$ cat src/rtl/ddr3_cmd_pkg.sv
// DDR3 command decoder shared definitions.
// Raw bus patterns, decoded command codes and error codes.
package ddr3_cmd_pkg;

    localparam logic [3:0] CMD_NONE = 4'd0;
    localparam logic [3:0] CMD_MRS  = 4'd1;
    localparam logic [3:0] CMD_REF  = 4'd2;
    localparam logic [3:0] CMD_PRE  = 4'd3;
    localparam logic [3:0] CMD_PREA = 4'd4;
    localparam logic [3:0] CMD_ACT  = 4'd5;
    localparam logic [3:0] CMD_WR   = 4'd6;
    localparam logic [3:0] CMD_RD   = 4'd7;
    localparam logic [3:0] CMD_ZQ   = 4'd8;

    localparam logic [2:0] ERR_NONE       = 3'd0;
    localparam logic [2:0] ERR_ACT_OPEN   = 3'd1;
    localparam logic [2:0] ERR_ACC_CLOSED = 3'd2;
    localparam logic [2:0] ERR_REF_OPEN   = 3'd3;
    localparam logic [2:0] ERR_MODE_OPEN  = 3'd4;
    localparam logic [2:0] ERR_TRCD       = 3'd5;
    localparam logic [2:0] ERR_TRP        = 3'd6;

    // {csn, rasn, casn, wen}
    localparam logic [3:0] PAT_MRS = 4'b0000;
    localparam logic [3:0] PAT_REF = 4'b0001;
    localparam logic [3:0] PAT_PRE = 4'b0010;
    localparam logic [3:0] PAT_ACT = 4'b0011;
    localparam logic [3:0] PAT_WR  = 4'b0100;
    localparam logic [3:0] PAT_RD  = 4'b0101;
    localparam logic [3:0] PAT_ZQ  = 4'b0110;
    localparam logic [3:0] PAT_NOP = 4'b0111;

    // NOP and any deselect (csn=1) map to CMD_NONE.
    function automatic logic [3:0] cmd_decode(
        input logic [3:0] pat,
        input logic       a10
    );
        logic [3:0] c;
        c = CMD_NONE;
        case (pat)
            PAT_MRS: c = CMD_MRS;
            PAT_REF: c = CMD_REF;
            PAT_PRE: c = a10 ? CMD_PREA : CMD_PRE;
            PAT_ACT: c = CMD_ACT;
            PAT_WR:  c = CMD_WR;
            PAT_RD:  c = CMD_RD;
            PAT_ZQ:  c = CMD_ZQ;
            default: c = CMD_NONE;
        endcase
        return c;
    endfunction

endpackage

$ cat src/rtl/ddr3_cmd_decoder_bank_timer.sv
// Per-bank down-counter used for ACT->RD/WR and PRE->ACT spacing.
// Load wins over decrement; counter holds at zero.
module ddr3_bank_timer #(
    parameter int W = 3
) (
    input  logic         clk,
    input  logic         rst_n,
    input  logic         load,
    input  logic [W-1:0] load_val,
    input  logic         dec,
    output logic         zero
);

    logic [W-1:0] cnt;

    // Load on bank command, otherwise count down to zero.
    always_ff @(posedge clk) begin
        if (!rst_n) begin
            cnt <= '0;
        end else if (load) begin
            cnt <= load_val;
        end else if (dec && (cnt != '0)) begin
            cnt <= cnt - 1'b1;
        end
    end

    assign zero = (cnt == '0);

endmodule

$ cat src/rtl/ddr3_cmd_decoder.sv
// Memory-side DDR3 command decoder with bank tracking and error flags.
// Optional per-bank tRCD/tRP checks under DDR3_CMD_TIMING_CHECK_EN.
module ddr3_cmd_decoder
    import ddr3_cmd_pkg::*;
#(
    parameter int BANKS  = 8,
    parameter int ADDR_W = 13,
    parameter int CNT_W  = 16,
    parameter int TRCD   = 5,
    parameter int TRP    = 5
) (
    input  logic                     ddr3_ck0,
    input  logic                     ddr3_rstn,
    input  logic                     ddr3_cke,
    input  logic                     ddr3_csn,
    input  logic                     ddr3_rasn,
    input  logic                     ddr3_casn,
    input  logic                     ddr3_wen,
    input  logic [$clog2(BANKS)-1:0] ddr3_ba,
    input  logic [ADDR_W-1:0]        ddr3_a,
    input  logic                     clr_counts,
    output logic                     cmd_valid,
    output logic [3:0]               cmd_code,
    output logic [$clog2(BANKS)-1:0] cmd_bank,
    output logic [ADDR_W-1:0]        cmd_addr,
    output logic [BANKS-1:0]         bank_open,
    output logic                     err_valid,
    output logic [2:0]               err_code,
    output logic [CNT_W-1:0]         act_count,
    output logic [CNT_W-1:0]         rd_count,
    output logic [CNT_W-1:0]         wr_count
);

    localparam int BA_W = $clog2(BANKS);

    logic [3:0]       code;
    logic [2:0]       err_n;
    logic [BANKS-1:0] open_n;
    logic [BANKS-1:0] tmr_busy;
    logic             inc_act;
    logic             inc_rd;
    logic             inc_wr;
    logic             cur_open;

    // Decode the sampled bus; nothing decodes while cke is low.
    always_comb begin
        code = CMD_NONE;
        if (ddr3_cke) begin
            code = cmd_decode(
                {ddr3_csn, ddr3_rasn, ddr3_casn, ddr3_wen},
                ddr3_a[10]);
        end
    end

    assign cur_open = bank_open[ddr3_ba];

`ifdef DDR3_CMD_TIMING_CHECK_EN
    localparam int TMAX = (TRCD > TRP) ? TRCD : TRP;
    localparam int TW   = (TMAX > 1) ? $clog2(TMAX) : 1;

    for (genvar n = 0; n < BANKS; n++) begin : g_tmr
        logic          hit;
        logic          ld;
        logic [TW-1:0] val;
        logic          zero;

        assign hit = (ddr3_ba == BA_W'(n));
        assign ld  = (((code == CMD_ACT) || (code == CMD_PRE)) && hit)
                   || (code == CMD_PREA);
        assign val = (code == CMD_ACT) ? TW'(TRCD - 1) : TW'(TRP - 1);

        ddr3_bank_timer #(
            .W(TW)
        ) u_tmr (
            .clk      (ddr3_ck0),
            .rst_n    (ddr3_rstn),
            .load     (ld),
            .load_val (val),
            .dec      (ddr3_cke),
            .zero     (zero)
        );

        assign tmr_busy[n] = ~zero;
    end
`else
    assign tmr_busy = '0;
`endif

    // Next bank state, error classification and counter strobes.
    always_comb begin
        open_n  = bank_open;
        err_n   = ERR_NONE;
        inc_act = 1'b0;
        inc_rd  = 1'b0;
        inc_wr  = 1'b0;
        case (code)
            CMD_ACT: begin
                inc_act = 1'b1;
                open_n[ddr3_ba] = 1'b1;
                if (cur_open) begin
                    err_n = ERR_ACT_OPEN;
                end else if (tmr_busy[ddr3_ba]) begin
                    err_n = ERR_TRP;
                end
            end
            CMD_RD, CMD_WR: begin
                inc_rd = (code == CMD_RD);
                inc_wr = (code == CMD_WR);
                if (ddr3_a[10]) begin
                    open_n[ddr3_ba] = 1'b0;
                end
                if (!cur_open) begin
                    err_n = ERR_ACC_CLOSED;
                end else if (tmr_busy[ddr3_ba]) begin
                    err_n = ERR_TRCD;
                end
            end
            CMD_PRE: begin
                open_n[ddr3_ba] = 1'b0;
            end
            CMD_PREA: begin
                open_n = '0;
            end
            CMD_REF: begin
                if (|bank_open) begin
                    err_n = ERR_REF_OPEN;
                end
            end
            CMD_MRS, CMD_ZQ: begin
                if (|bank_open) begin
                    err_n = ERR_MODE_OPEN;
                end
            end
            default: begin
                open_n = bank_open;
            end
        endcase
    end

    // Register the decoded command, error and bank state together.
    always_ff @(posedge ddr3_ck0) begin
        if (!ddr3_rstn) begin
            cmd_valid <= 1'b0;
            cmd_code  <= CMD_NONE;
            cmd_bank  <= '0;
            cmd_addr  <= '0;
            err_valid <= 1'b0;
            err_code  <= ERR_NONE;
            bank_open <= '0;
        end else begin
            cmd_valid <= (code != CMD_NONE);
            cmd_code  <= code;
            cmd_bank  <= (code != CMD_NONE) ? ddr3_ba : '0;
            cmd_addr  <= (code != CMD_NONE) ? ddr3_a : '0;
            err_valid <= (err_n != ERR_NONE);
            err_code  <= err_n;
            bank_open <= open_n;
        end
    end

    // Saturating command counters; clear beats a coincident increment.
    always_ff @(posedge ddr3_ck0) begin
        if (!ddr3_rstn || clr_counts) begin
            act_count <= '0;
            rd_count  <= '0;
            wr_count  <= '0;
        end else begin
            if (inc_act && (act_count != '1)) begin
                act_count <= act_count + 1'b1;
            end
            if (inc_rd && (rd_count != '1)) begin
                rd_count <= rd_count + 1'b1;
            end
            if (inc_wr && (wr_count != '1)) begin
                wr_count <= wr_count + 1'b1;
            end
        end
    end

endmodule

$ cat config.mk
export PLATFORM = sky130hd
export DESIGN_NAME = ddr3_cmd_decoder
export DESIGN_NICKNAME = d
export VERILOG_FILES = /design/src/rtl/ddr3_cmd_pkg.sv /design/src/rtl/ddr3_cmd_decoder_bank_timer.sv /design/src/rtl/ddr3_cmd_decoder.sv
export SDC_FILE = /design/constraint.sdc
export NUM_CORES = 1
export LEC_CHECK = 0
export CORE_MARGIN = 2
export CORE_UTILIZATION = 40
export DETAILED_ROUTE_END_ITERATION = 8
export HOLD_SLACK_MARGIN = 0.15
export PLACE_DENSITY_LB_ADDON = 0.2
export SLEW_MARGIN = 20
export SYNTH_ARGS = -nofsm -noshare
export SYNTH_HDL_FRONTEND = slang
export SYNTH_SLANG_ARGS = --single-unit
export TNS_END_PERCENT = 1
$ cat constraint.sdc
create_clock -name ddr3_ck0 -period 5.6 [get_ports ddr3_ck0]
set_input_delay 1.12 -clock ddr3_ck0 [delete_from_list [all_inputs] [get_ports ddr3_ck0]]
set_output_delay 1.12 -clock ddr3_ck0 [all_outputs]
set_load 0.02 [all_outputs]
# --- Word-level counts from Yosys, hierarchy flattened ---
# Memory sizes are Yosys's and may differ from the RTL's.
# Index checks and enable logic that the tools add are counted.
classes:
  addsub: 3
  n_lt_le_gt_ge: 2
  eq_ne: 18
  muxes: 20
  n_bitwise: 3
  n_reduce_logical: 15
op_table:
  columns: ["operator", "n"]
  rows:
  - ["16-bit by 1-bit adder with 16-bit output, second input constant", 3]
  - ["16-bit inequality test, second input constant", 3]
  - ["8-bit one-hot mux with 4 select lines", 1]
  - ["4-bit by 3-bit == test with 1-bit output, second input constant", 7]
  - ["4-bit one-hot mux with 7 select lines", 1]
  - ["3-bit two-way mux", 6]
  - ["4-bit by 2-bit == test with 1-bit output, second input constant", 4]
  - ["3-bit one-hot mux with 4 select lines", 1]
  - ["8-bit AND", 1]
  - ["4-bit by 1-bit == test with 1-bit output, second input constant", 2]
  - ["8-bit two-way mux", 1]
  - ["8-bit inverter", 1]
  - ["8-bit bitwise OR", 1]
  - ["4-bit nonzero test", 2]
  - ["8-bit OR reduction", 1]
  - ["1-bit two-way mux", 6]
  - ["4-bit == test, second input constant", 1]
  - ["1-bit logical AND", 4]
  - ["4-bit logical NOT", 1]
  - ["3-bit by 4-bit < comparator with 1-bit output, second input constant", 1]
  - ["4-bit two-way mux", 1]
  - ["2-bit AND reduction", 2]
  - ["2-bit OR reduction", 2]
  - ["1-bit binary-select mux with 3-bit select", 1]
  - ["other kinds (7)", 7]
word_totals:
  regBits: 81
  rom_bits: 8
  in_bits: 24
  elab_cells: 72
  mem_count: 1
memory_table:
  columns: ["name", "depth", "word_bits", "read_ports", "rd_ports_with_merged_regs", "wr", "line", "source"]
  rows:
  - ["(no name shown)", 8, 1, 1, 0, 0, "ddr3_cmd_decoder.sv:114", "end else if (tmr_busy[ddr3_ba]) begin"]

# --- Logic depth before layout (Yosys ltp) ---
# Gate-level depths: netlist of the first run.
depth:
  ltp_word: 8
  mapped_depth: 8

# --- Least setup slack after synthesis of the first run ---
# OpenSTA, ideal clock, no wires.
synth_timing:
  kind: "input to register"
  start: "input port ddr3_csn"
  end: "register rd_count[8]"
  arrival_time_ns: 2.344
  path_slack_ns: 3.129
  stages: 6
  n_path_buf: 1
  cell_sequence: "nand4bb_4 > or4_1 > buf_2 > a211oi_2 > xnor2_1 > nor2_1"
synth_via:
  elab_chain_len: 7
synth_lines:
  columns: ["element", "line", "source"]
  rows:
  - ["start: declaration", "ddr3_cmd_decoder.sv:15", "input logic ddr3_csn,"]
  - ["4-bit by 3-bit == test with 1-bit output, or another cell as far along", "ddr3_cmd_pkg.sv:40", "case (pat)"]
  - ["4-bit one-hot mux with 7 select lines *", "ddr3_cmd_pkg.sv:40", null]
  - ["4-bit two-way mux *", "ddr3_cmd_decoder.sv:48", "if (ddr3_cke) begin"]
  - ["4-bit by 3-bit == test with 1-bit output, on equally long branches", "ddr3_cmd_decoder.sv:96, ddr3_cmd_decoder.sv:107", null]
  - ["2-bit OR reduction", "ddr3_cmd_decoder.sv:96", "case (code)"]
  - ["1-bit two-way mux *", "ddr3_cmd_decoder.sv:96", null]
  - ["1-bit logical AND *", "ddr3_cmd_decoder.sv:171", "if (inc_rd && (rd_count != '1)) begin"]
  - ["end signal: assignment", "ddr3_cmd_decoder.sv:172", "rd_count <= rd_count + 1'b1;"]
  - ["end: declaration", "ddr3_cmd_decoder.sv:30", "output logic [CNT_W-1:0] rd_count,"]
# Every way passes the cells marked *; elsewhere a longest branch is shown, timed or not.
# A chain may end at the register's enable or synchronous reset.

# --- Final worst setup path of the first run ---
layout_timing:
  start: "input port ddr3_wen"
  end: "register rd_count[7]"
layout_via:
  elab_chain_len: 7
layout_lines:
  columns: ["element", "line", "source"]
  rows:
  - ["start: declaration", "ddr3_cmd_decoder.sv:18", "input logic ddr3_wen,"]
  - ["4-bit by 3-bit == test with 1-bit output, or another cell as far along", "ddr3_cmd_pkg.sv:40", null]
  - ["4-bit one-hot mux with 7 select lines *", "ddr3_cmd_pkg.sv:40", null]
  - ["4-bit two-way mux *", "ddr3_cmd_decoder.sv:48", null]
  - ["4-bit by 3-bit == test with 1-bit output, on equally long branches", "ddr3_cmd_decoder.sv:96, ddr3_cmd_decoder.sv:107", null]
  - ["2-bit OR reduction", "ddr3_cmd_decoder.sv:96", null]
  - ["1-bit two-way mux *", "ddr3_cmd_decoder.sv:96", null]
  - ["1-bit logical AND *", "ddr3_cmd_decoder.sv:171", null]
# Marks and branches as above.

==> results.txt, run 1 <==
----------------------------------------------------
[Outcome]
  Outcome ... finished, final reports clean

[Setup path]
  Required time worst endpoint ... 5820 ps
  Arrival time of data at the critical path endpoint ... 3370 ps
  R2R cell count ... 6
  Category of the worst setup path capture point ... flip-flop
  CP top delay family ... buffers and inverters
  CP Class ... in2reg
  Worst setup SP type ... input pin
  Library cell contributing the largest single delay on the critical path ... nor4_1
  Cell depth of the worst setup path ... 6
  Largest fanout of any net on the critical path ... 13
  Number of buffer and inverter instances along the worst setup path ... 2
  Largest stage delay, worst path ... 790 ps
  Ordered cell list for the critical path ... clkdlybuf4s50_1 > inv_1 > nor4_1 > o211ai_1 > xor2_1 > nor2_1

[Timing]
  Unrepaired setup endpoints after global routing ... false
  Highest clock frequency the design can meet ... 317 MHz
  Slew Limit Headroom ... 0.427
  Final worst slack ... 2450 ps
  Layout Skew ... 10.9 ps
  Ratio of final minimum period to clock period ... 0.563
  Setup TNS ... 0 ps
  Number of max-slew violations in the final report ... 0
  Final critical delay including setup and external delays ... 3150 ps
  Final Hold Slack ... 509 ps
  Transition at the pin with the smallest max-transition slack ... 852 ps
  Count of final setup violators ... 0
  Fin. Hold Viols ... 0

[Clock network]
  Clock-pin transition on the worst setup and hold timing paths ... 80 ps
  Maximum number of buffers from clock root to sink ... 2
  CTS tree ... yes
  # H-tree levels ... 3
  Root cell of the clock tree ... clkbuf_8
  CTS hold repair buffers ... 0
  Worst-Skew Late Latency ... 340 ps
  CTS resizes ... 0
  Number of clock sinks seen by CTS ... 81
  Total setup buffers inserted after CTS ... 0
  Total CTS buffers ... 9

[Die]
  Die ar. ... 9940 um2
  Die H ... 99.7 um
  I/O pin count ... 105
  Initial core utilization ... 0.416
  Overall die width ... 99.7 um
  Number of cell rows ... 34
  Core area ... 8810 um2

[Drt]
  DRC ... 0
  ANT nets after route ... 0
  WL/cell ... 14.2 um
  Final wirelength ... 8960 um
  Routed via count ... 3,379
  Met3 wirelength from detailed routing ... 555 um
  DR top layer ... met4
  Met2 WL post-DR ... 3970 um
  Via count normalized by instance count ... 5.34
  DRC violation total after the first TritonRoute iteration ... 174
  Number of optimization iterations in the first detailed-route pass ... 4
  Total routed wire length on the met1 layer ... 4340 um

[Power]
  Switching part of the total ... 0.220
  Net load switching power ... 250 uW
  Sequential cell fraction of total power ... 0.511
  Combinational cell fraction of total power ... 0.065
  Clock group share of total power ... 0.424
  Static leakage ... 1.68 nW
  Internal ... 888 uW
  Power density normalized to cell area ... 227 nW/um2
  VDD IR max ... 111 uV

[Synth]
  Fraction of the mapped netlist area in compound gates ... 0.104
  Post-synthesis cell type with the largest combined area ... dfxtp_1
  Seq cells post-synth ... 81
  Ys async rst share ... 0
  Multiplexer fraction of the synthesized cell area ... 0.0191
  Library cells used by synthesis ... 48
  Proportion of synthesized chip area in sequential cells ... 0.443
  Synth Net Count ... 450
  Cell count after synthesis ... 423
  Most used flip-flop cell after synthesis ... dfxtp_1
  Post-synthesis share of cell area spent on xor and xnor gates ... 0.0813
  Post-synthesis share of cell area spent on full adders, half adders and majority gates ... 0.0102
  Synthesized area divided by synthesized cell count ... 8.66 um2
  Top-area cell type share of the netlist area ... 0.443
  Area of the mapped netlist ... 3660 um2
  Yosys warnings ... 0
  Area share of and/or/nand/nor cells after synthesis ... 0.316
  Number of synthesized flops with an enable pin ... 0
  Leading cell types by total area after synthesis ... dfxtp_1 (44%), nor2_1 (5.6%), xor2_1 (5.0%), nand3_1 (4.0%), and2_1 (3.2%)
  Main combinational cell family by area after synthesis ... simple AND/OR/NAND/NOR gates

[GRT]
  Number of global-route vias before repair ... 2,980
  First-pass GRT wire length ... 14,500 um
  Pin count of the biggest net entering global routing ... 35
  GRT Util Overall ... 0.177
  Number of antenna violations at the first check in global routing ... 0
  Overall overflow remaining after global route ... 0

[Layout]
  Final core area utilization ... 0.568
  Ant diodes ... 0
  Final non-filler cell total ... 633
  Fraction of final layout cells sized beyond drive strength 1 ... 0.0514
  Area growth from synthesis to layout ... 36.7%
  Final layout net count ... 547

[Min path]
  Class of the most critical hold timing path ... reg2reg
  Number of stages on the worst hold path ... 2

[Placed design]
  Count of port buffers added during placement ... 104
  Gp weighted congestion ... 0.812
  Worst slack, placed ... 2160 ps
  Dpl hpwl ... 6350 um
  Instance count after placement with tap cells included ... 617

[Run]
  Max Cap Viol ... 0

----------------------------------------------------
==> cells in the final DEF (no fill, tap or decap), drive strengths merged, types with 2 or more instances in the layout <==
cell type      instances
o211ai                 2
nor4                   6
or4                    5
a21oi                 15
o21bai                 3
dfxtp                 81
ha                     3
o21ai                 11
nand2b                 5
clkbuf                11
nand3b                 2
inv                    5
a32o                   2
nand3                 29
nand2                 31
bufinv                 2
nand4                 17
and4                   6
xor2                  21
o32ai                  2
nor3                  15
clkinv                 2
clkdlybuf4s50        104
and3                  12
nor2b                  4
a211oi                 7
o22ai                  2
mux2i                  7
and2                  19
or3                    4
or2                    3
nor2                  55
a31oi                  4
xnor2                 13
==> worst reg2reg max path, stage by stage (launching register included) <==
cell	delay, ps
dfxtp_1	450
ha_1	250
inv_1	110
or4_1	690
a211oi_2	280
xnor2_1	140
nor2_1	50
==> layer usage <==
metal / vias to the layer above / global-route usage
met5: - / 0
met4: 0 / 0.0653
met3: 8 / 0.0330
met2: 114 / 0.268
met1: 1557 / 0.251
li1: 1700 / -
==> kinds of logic after synthesis <==
kind of cell,after synthesis
buf+inv,24
simple gates,217
mux,7
xor+xnor,34
flops,81
compound gates,57
fa+ha+maj,3
==> cells in the mapped netlist, drive strengths merged (2+ instances only) <==
library cell  count
xor2             21
nand3b            2
xnor2            13
and3             12
o211ai            2
ha                3
o32ai             2
nor4              6
a211oi            7
clkbuf           13
nand2            31
nand3            29
or2               3
buf               6
o21bai            3
inv               5
nand4            17
and2             19
dfxtp            81
a21oi            15
nand2b            5
and4              6
or4               5
o22ai             2
nor3             15
mux2i             7
a32o              2
nor2             55
or3               4
nor2b             4
o21ai            11
a31oi             4
==> state kept, by name, summed over array words and instances, names as in the netlist, 3 cells and up <==
signal     count
cmd_addr      13
err_code       3
cmd_code       4
bank_open      8
cmd_bank       3
wr_count      16
act_count     16
rd_count      16
==> power by group through the flow <==
stage	registers (mW)	logic (mW)	clock network, mW
after CTS	0.582	0.0737	0.494
after floorplan	0.601	0.0316	0
after global routing	0.582	0.0799	0.518
after global placement	0.595	0.0728	0
final	0.582	0.0742	0.483
after detailed placement	0.595	0.0734	0
==> cell type report <==
class                   count  area (um2)
multi-input cells         318        1950
repair buffers            105        1050
clock buffers              11         151
clock inverters             5        77.6
fillers                   791        3800
well taps                 108         135
inverters                   5        18.8
flip-flops and latches     81        1620
==> worst paths after layout <==
kind	from	endpoint	slack, ps
hold / removal	bank_open[7]$_SDFFE_PN0P_	bank_open[7]$_SDFFE_PN0P_	510
hold reg to reg	bank_open[7]$_SDFFE_PN0P_	bank_open[7]$_SDFFE_PN0P_	510
setup reg to reg	rd_count[0]$_SDFFE_PP0P_	rd_count[8]$_SDFFE_PP0P_	3510
setup / recovery	ddr3_wen	rd_count[7]$_SDFFE_PP0P_	2450
==> metrics by stage <==
| step | power, mW | instance area [um2] |
|---|---|---|
| floorplan | 0.633 | 3660 |
| global placement | 0.668 | 4770 |
| detailed placement | 0.669 | 4770 |
| CTS | 1.15 | 5000 |
| global route | 1.18 | 5000 |
| finish | 1.14 | 5000 |
No activity file was read; power rests on OpenSTA's default activity.
==> run 2: changes to the inputs <==
Clock period 5.6 ns to 2.9 ns, I/O delays scaled along.
==> run 2 against run 1 <==
Clock skew about the same. Global-route usage rose by 1.5 points. Hold slack better by 16 ps. Combinational power is 100% higher. Clock power grew 87%. Final cell count rose by 1.6%. Sequential cell count stayed put. Power is 91% higher. Routed wire length rose by 3.9%. Highest routed layer unchanged. Critical path type unchanged. Register-to-register slack lost 2800 ps. Critical path depth is the same. Worst setup slack worse by 1800 ps. Critical endpoint is now rd_count[8]$_SDFFE_PP0P_.
==> results.txt, run 2 (same netlist as run 1, synthesis figures left out) <==
----------------------------------------------------
[Timing]
  Number of max-slew violations in the final report ... 0 (unchanged)
  Highest clock frequency the design can meet ... 444 MHz
  Setup TNS ... 0 ps (unchanged)
  Transition at the pin with the smallest max-transition slack ... 825 ps (was 852 ps)
  Final Hold Slack ... 525 ps (was 509 ps)
  Final critical delay including setup and external delays ... 2250 ps
  Count of final setup violators ... 0 (unchanged)
  Fin. Hold Viols ... 0 (unchanged)
  Unrepaired setup endpoints after global routing ... false (unchanged)
  Slew Limit Headroom ... 0.445 (was 0.427)
  Ratio of final minimum period to clock period ... 0.776
  Layout Skew ... 10.7 ps (was 10.9 ps)

[Clock network]
  Root cell of the clock tree ... clkbuf_8 (unchanged)
  Number of clock sinks seen by CTS ... 81 (unchanged)
  Clock-pin transition on the worst setup and hold timing paths ... 80 ps (about the same)
  CTS hold repair buffers ... 0 (unchanged)
  Worst-Skew Late Latency ... 330 ps (was 340 ps)
  Total CTS buffers ... 9 (unchanged)
  Total setup buffers inserted after CTS ... 0 (unchanged)
  CTS resizes ... 0 (unchanged)
  CTS tree ... yes (unchanged)
  # H-tree levels ... 3 (unchanged)
  Maximum number of buffers from clock root to sink ... 2 (unchanged)

[Setup path]
  Required time worst endpoint ... 3110 ps (was 5820 ps)
  CP Class ... in2reg (unchanged)
  Category of the worst setup path capture point ... flip-flop (unchanged)
  Largest fanout of any net on the critical path ... 7 (was 13)
  Worst setup SP type ... input pin (unchanged)
  Arrival time of data at the critical path endpoint ... 2460 ps (was 3370 ps)

[Drt]
  DRC violation total after the first TritonRoute iteration ... 155 (was 174)
  Via count normalized by instance count ... 5.33 (was 5.34)
  Number of optimization iterations in the first detailed-route pass ... 4 (unchanged)
  ANT nets after route ... 0 (unchanged)
  WL/cell ... 14.5 um (was 14.2 um)
  Routed via count ... 3,428 (was 3,379)
  DRC ... 0 (unchanged)
  Final wirelength ... 9310 um (was 8960 um)

[Layout]
  Most common library cell in the layout ignoring fill and taps ... clkdlybuf4s50_1 (unchanged)
  Fraction of final layout cells sized beyond drive strength 1 ... 0.0673 (was 0.0514)
  Commonest non-fill, non-tap cells in the layout ... clkdlybuf4s50_1 (104), dfxtp_1 (81), nor2_1 (55) (unchanged)
  Biggest regs ... act_count x16, rd_count x16, wr_count x16 (unchanged)
  Ant diodes ... 0 (unchanged)
  Fill cell count ... 789 (was 791)
  Final layout net count ... 559 (was 547)
  Area growth from synthesis to layout ... 38.6% (was 36.7%)

[GRT]
  First-pass GRT wire length ... 15,900 um (was 14,500 um)
  Overall overflow remaining after global route ... 0 (unchanged)
  GRT Util Overall ... 0.192 (was 0.177)
  Number of global-route vias before repair ... 3,436 (was 2,980)
  Pin count of the biggest net entering global routing ... 21 (was 35)
  Number of antenna violations at the first check in global routing ... 0 (unchanged)

[Die]
  Initial core utilization ... 0.416 (unchanged)
  Overall die width ... 99.7 um (unchanged)
  I/O pin count ... 105 (unchanged)
  Core area ... 8810 um2 (unchanged)
  Number of cell rows ... 34 (unchanged)
  Die H ... 99.7 um (unchanged)
  Die ar. ... 9940 um2 (unchanged)

[Placed design]
  Count of port buffers added during placement ... 104 (unchanged)
  Gp weighted congestion ... 0.876 (was 0.812)
  Dpl hpwl ... 6760 um (was 6350 um)

[Power]
  Power Total ... 2.18 mW (was 1.14 mW)
  Static leakage ... 1.73 nW (was 1.68 nW)
  VDD IR max ... 235 uV (was 111 uV)
  Power density normalized to cell area ... 428 nW/um2 (was 227 nW/um2)

[Min path]
  Class of the most critical hold timing path ... reg2reg (unchanged)

[Outcome]
  Outcome ... finished, final reports clean (unchanged)

[Run]
  Max Cap Viol ... 0 (unchanged)

----------------------------------------------------
==> run 2: cell count changes in the layout (fill, tap and decap cells not counted) <==
cell / change
clkinvlp_4: -1
a31oi_2: -1
buf_4: +12
a31oi_1: +1
clkinv_2: -1
==> run 2: critical path, stage by stage <==
cell and delay, ps:
clkdlybuf4s50_1 490, nand4bb_4 270, or4_1 660, a211oi_2 270, xnor2_1 140, nor2_1 50
==> run 2: worst paths after layout <==
path / slack [ps] / depth (start not counted) / endpoint / startpoint
min: 530 / 2 / bank_open[7]$_SDFFE_PN0P_ / bank_open[7]$_SDFFE_PN0P_
max reg2reg: 690 / 6 / rd_count[5]$_SDFFE_PP0P_ / rd_count[0]$_SDFFE_PP0P_
max: 650 / 6 / rd_count[8]$_SDFFE_PP0P_ / ddr3_casn
min reg2reg: 530 / 2 / bank_open[7]$_SDFFE_PN0P_ / bank_open[7]$_SDFFE_PN0P_
==> run 2: through the flow <==
| step | std cells | setup slack, ps | instance area [um2] | utilization |
|---|---|---|---|---|
| floorplan | 423 | 956 | 3660 | - |
| CTS | 643 | 667 | 5080 | 0.576 |
| finish | 643 | 649 | 5080 | 0.576 |
| global route | 643 | 503 | 5080 | 0.576 |
| global placement | 629 | 333 | 4860 | 0.552 |
| detailed placement | 629 | 303 | 4860 | 0.552 |
==> run 2: metal layers <==
metal,GRT usage,part of all wire
met4,0.0717,0.010
met2,0.304,0.46
met5,0,0
met1,0.264,0.48
met3,0.0309,0.051
==> run 2: report_power, final <==
part | internal (mW) | switching (mW)
Sequential | 1.12 | 0.00324
Combinational | 0.0718 | 0.0792
Clock | 0.522 | 0.379
Total | 1.71 | 0.461
==> run 2: final cells by class <==
class | count | area [um2] | share of cell area
sequential | 81 | 1620 | 0.319
inverter | 5 | 18.8 | 0.00370
tap | 108 | 135 | 0.0266
clock buffer | 11 | 151 | 0.0298
timing repair buffer | 117 | 1140 | 0.224
multi-input combinational | 318 | 1950 | 0.383
clock inverter | 3 | 65.1 | 0.0128
==> run 3: changes to the inputs <==
Clock period 2.9 ns to 2.3 ns, I/O delays scaled along.
==> run 3 against run 2 <==
Clock power is 10% higher. Sequential cell count unchanged. Routed wire length grew 3.2%. Critical path type unchanged. Critical endpoint is now bank_open[5]$_SDFFE_PN0P_. Highest routed layer unchanged.
==> results.txt, run 3 (same netlist as run 1, synthesis figures left out) <==
----------------------------------------------------
[Layout]
  Final core area utilization ... 0.591 (was 0.576)
  Final layout net count ... 580 (was 559)
  Most common library cell in the layout ignoring fill and taps ... clkdlybuf4s50_1 (unchanged)
  Biggest regs ... act_count x16, rd_count x16, wr_count x16 (unchanged)
  Ant diodes ... 0 (unchanged)
  Fraction of final layout cells sized beyond drive strength 1 ... 0.106 (was 0.0673)
  Area growth from synthesis to layout ... 42.1% (was 38.6%)
  Commonest non-fill, non-tap cells in the layout ... clkdlybuf4s50_1 (104), dfxtp_1 (81), nor2_1 (55) (unchanged)

[Clock network]
  CTS resizes ... 0 (unchanged)
  Number of clock sinks seen by CTS ... 81 (unchanged)
  Root cell of the clock tree ... clkbuf_8 (unchanged)
  Total CTS buffers ... 9 (unchanged)
  Clock-pin transition on the worst setup and hold timing paths ... 90 ps (was 80 ps)
  Worst-Skew Late Latency ... 350 ps (was 330 ps)
  Total setup buffers inserted after CTS ... 0 (unchanged)
  Maximum number of buffers from clock root to sink ... 2 (unchanged)
  CTS tree ... yes (unchanged)
  CTS hold repair buffers ... 0 (unchanged)
  # H-tree levels ... 3 (unchanged)

[Drt]
  Number of optimization iterations in the first detailed-route pass ... 4 (unchanged)
  Final wirelength ... 9600 um (was 9310 um)
  DRC ... 0 (unchanged)
  Via count normalized by instance count ... 5.37 (was 5.33)
  ANT nets after route ... 0 (unchanged)
  Routed via count ... 3,576 (was 3,428)
  DRC violation total after the first TritonRoute iteration ... 144 (was 155)
  WL/cell ... 14.4 um (was 14.5 um)

[GRT]
  Busiest metal layer after global routing ... met2 (unchanged)
  Pin count of the biggest net entering global routing ... 27 (was 21)
  First-pass GRT wire length ... 16,300 um (was 15,900 um)
  Global-route met2 utilization ... 0.320 (was 0.304)
  GR Util met3 ... 0.0401 (was 0.0309)
  Number of antenna violations at the first check in global routing ... 0 (unchanged)
  Number of global-route vias before repair ... 3,451 (was 3,436)
  GRT Util Overall ... 0.200 (was 0.192)
  Overall overflow remaining after global route ... 0 (unchanged)
  Met1 routing resource usage after global routing ... 0.266 (was 0.264)

[Setup path]
  Flop-to-flop setup slack ... 240 ps (was 690 ps)
  Largest fanout of any net on the critical path ... 12 (was 7)
  Required time worst endpoint ... 2550 ps (was 3110 ps)
  Worst setup SP type ... input pin (unchanged)
  Timing startpoint of the critical path ... ddr3_rasn (was ddr3_casn)
  Arrival time of data at the critical path endpoint ... 2350 ps (was 2460 ps)
  Worst flop-to-flop path startpoint ... wr_count[3]$_SDFFE_PP0P_ (was rd_count[0]$_SDFFE_PP0P_)
  CP Class ... in2reg (unchanged)
  R2R cell count ... 5 (was 6)
  Reg2reg end ... wr_count[1]$_SDFFE_PP0P_ (was rd_count[5]$_SDFFE_PP0P_)
  Category of the worst setup path capture point ... flip-flop (unchanged)

[Placed design]
  Dpl hpwl ... 7030 um (was 6760 um)
  Gp weighted congestion ... 0.859 (was 0.876)
  Worst slack, placed ... -149 ps (was 303 ps)
  Count of port buffers added during placement ... 104 (unchanged)

[Min path]
  Origin of the worst min-delay path ... bank_open[0]$_SDFFE_PN0P_ (was bank_open[7]$_SDFFE_PN0P_)
  Class of the most critical hold timing path ... reg2reg (unchanged)
  Number of stages on the worst hold path ... 2 (unchanged)
  WHS Endpoint ... bank_open[0]$_SDFFE_PN0P_ (was bank_open[7]$_SDFFE_PN0P_)

[Timing]
  Unrepaired setup endpoints after global routing ... false (unchanged)
  Final worst slack ... 205 ps (was 649 ps)
  Highest clock frequency the design can meet ... 477 MHz
  Number of max-slew violations in the final report ... 0 (unchanged)
  Transition at the pin with the smallest max-transition slack ... 560 ps (was 825 ps)
  Slew Limit Headroom ... 0.624 (was 0.445)
  Fin. Hold Viols ... 0 (unchanged)
  Count of final setup violators ... 0 (unchanged)
  Final Hold Slack ... 530 ps (was 525 ps)
  Final critical delay including setup and external delays ... 2100 ps
  Ratio of final minimum period to clock period ... 0.911
  Layout Skew ... 10.9 ps (was 10.7 ps)

[Power]
  Static leakage ... 1.81 nW (was 1.73 nW)
  VDD IR max ... 391 uV (was 235 uV)
  Power density normalized to cell area ... 503 nW/um2 (was 428 nW/um2)

[Die]
  Core area ... 8810 um2 (unchanged)
  Die H ... 99.7 um (unchanged)
  Initial core utilization ... 0.416 (unchanged)
  Number of cell rows ... 34 (unchanged)
  I/O pin count ... 105 (unchanged)
  Die ar. ... 9940 um2 (unchanged)
  Overall die width ... 99.7 um (unchanged)

[Outcome]
  Outcome ... finished, final reports clean (unchanged)

[Run]
  Max Cap Viol ... 0 (unchanged)

----------------------------------------------------
## run 3: changes by cell type in the layout (fill, tap and decap cells not counted), sizes merged
cell and delta:
buf +21, inv +4, bufinv -2, clkbuf -2, clkinvlp +2
## run 3: report_power, final
part           internal (mW)  total (mW)  switching (mW)
sequential              1.41        1.42         0.00390
combinational          0.105       0.210           0.105
clock                  0.413       0.991           0.578
## run 3: layout make-up
class,count,area [um2]
clock inverters,7,61.3
well taps,108,135
flip-flops and latches,81,1620
fillers,796,3600
inverters,5,18.8
repair buffers,138,1300
multi-input cells,318,1950
clock buffers,9,124
## run 3: critical path: stages
cell	delay (ps)
clkdlybuf4s50_1	500
buf_4	220
nand2b_1	150
or3_1	360
a21oi_1	300
nand2_1	90
a32o_1	260
## run 3: worst max-delay path by stage
stage	end	cells past startpoint	slack [ps]
after floorplan	rd_count[8]$_SDFFE_PP0P_	7	360
after global placement	rd_count[8]$_SDFFE_PP0P_	6	-120
after detailed placement	bank_open[5]$_SDFFE_PN0P_	7	-150
after CTS	wr_count[1]$_SDFFE_PP0P_	5	230
after global routing	wr_count[1]$_SDFFE_PP0P_	5	50
final	bank_open[5]$_SDFFE_PN0P_	7	200
## run 3: per-stage QoR
stage               setup TNS, ps  power, mW  cell area [um2]  instances
global placement             -699       1.65             5020        650
finish                          0       2.62             5200        666
CTS                             0       2.66             5200        666
global route                    0       2.73             5200        666
floorplan                       0       1.54             3660        423
detailed placement          -1060       1.66             5020        650
## run 3: routing by layer
metal  up-vias  wire length (um)
li1       1779                 -
met1      1666              4560
met2       115              4360
met3        16               476
met4         0               209
met5         -                 0
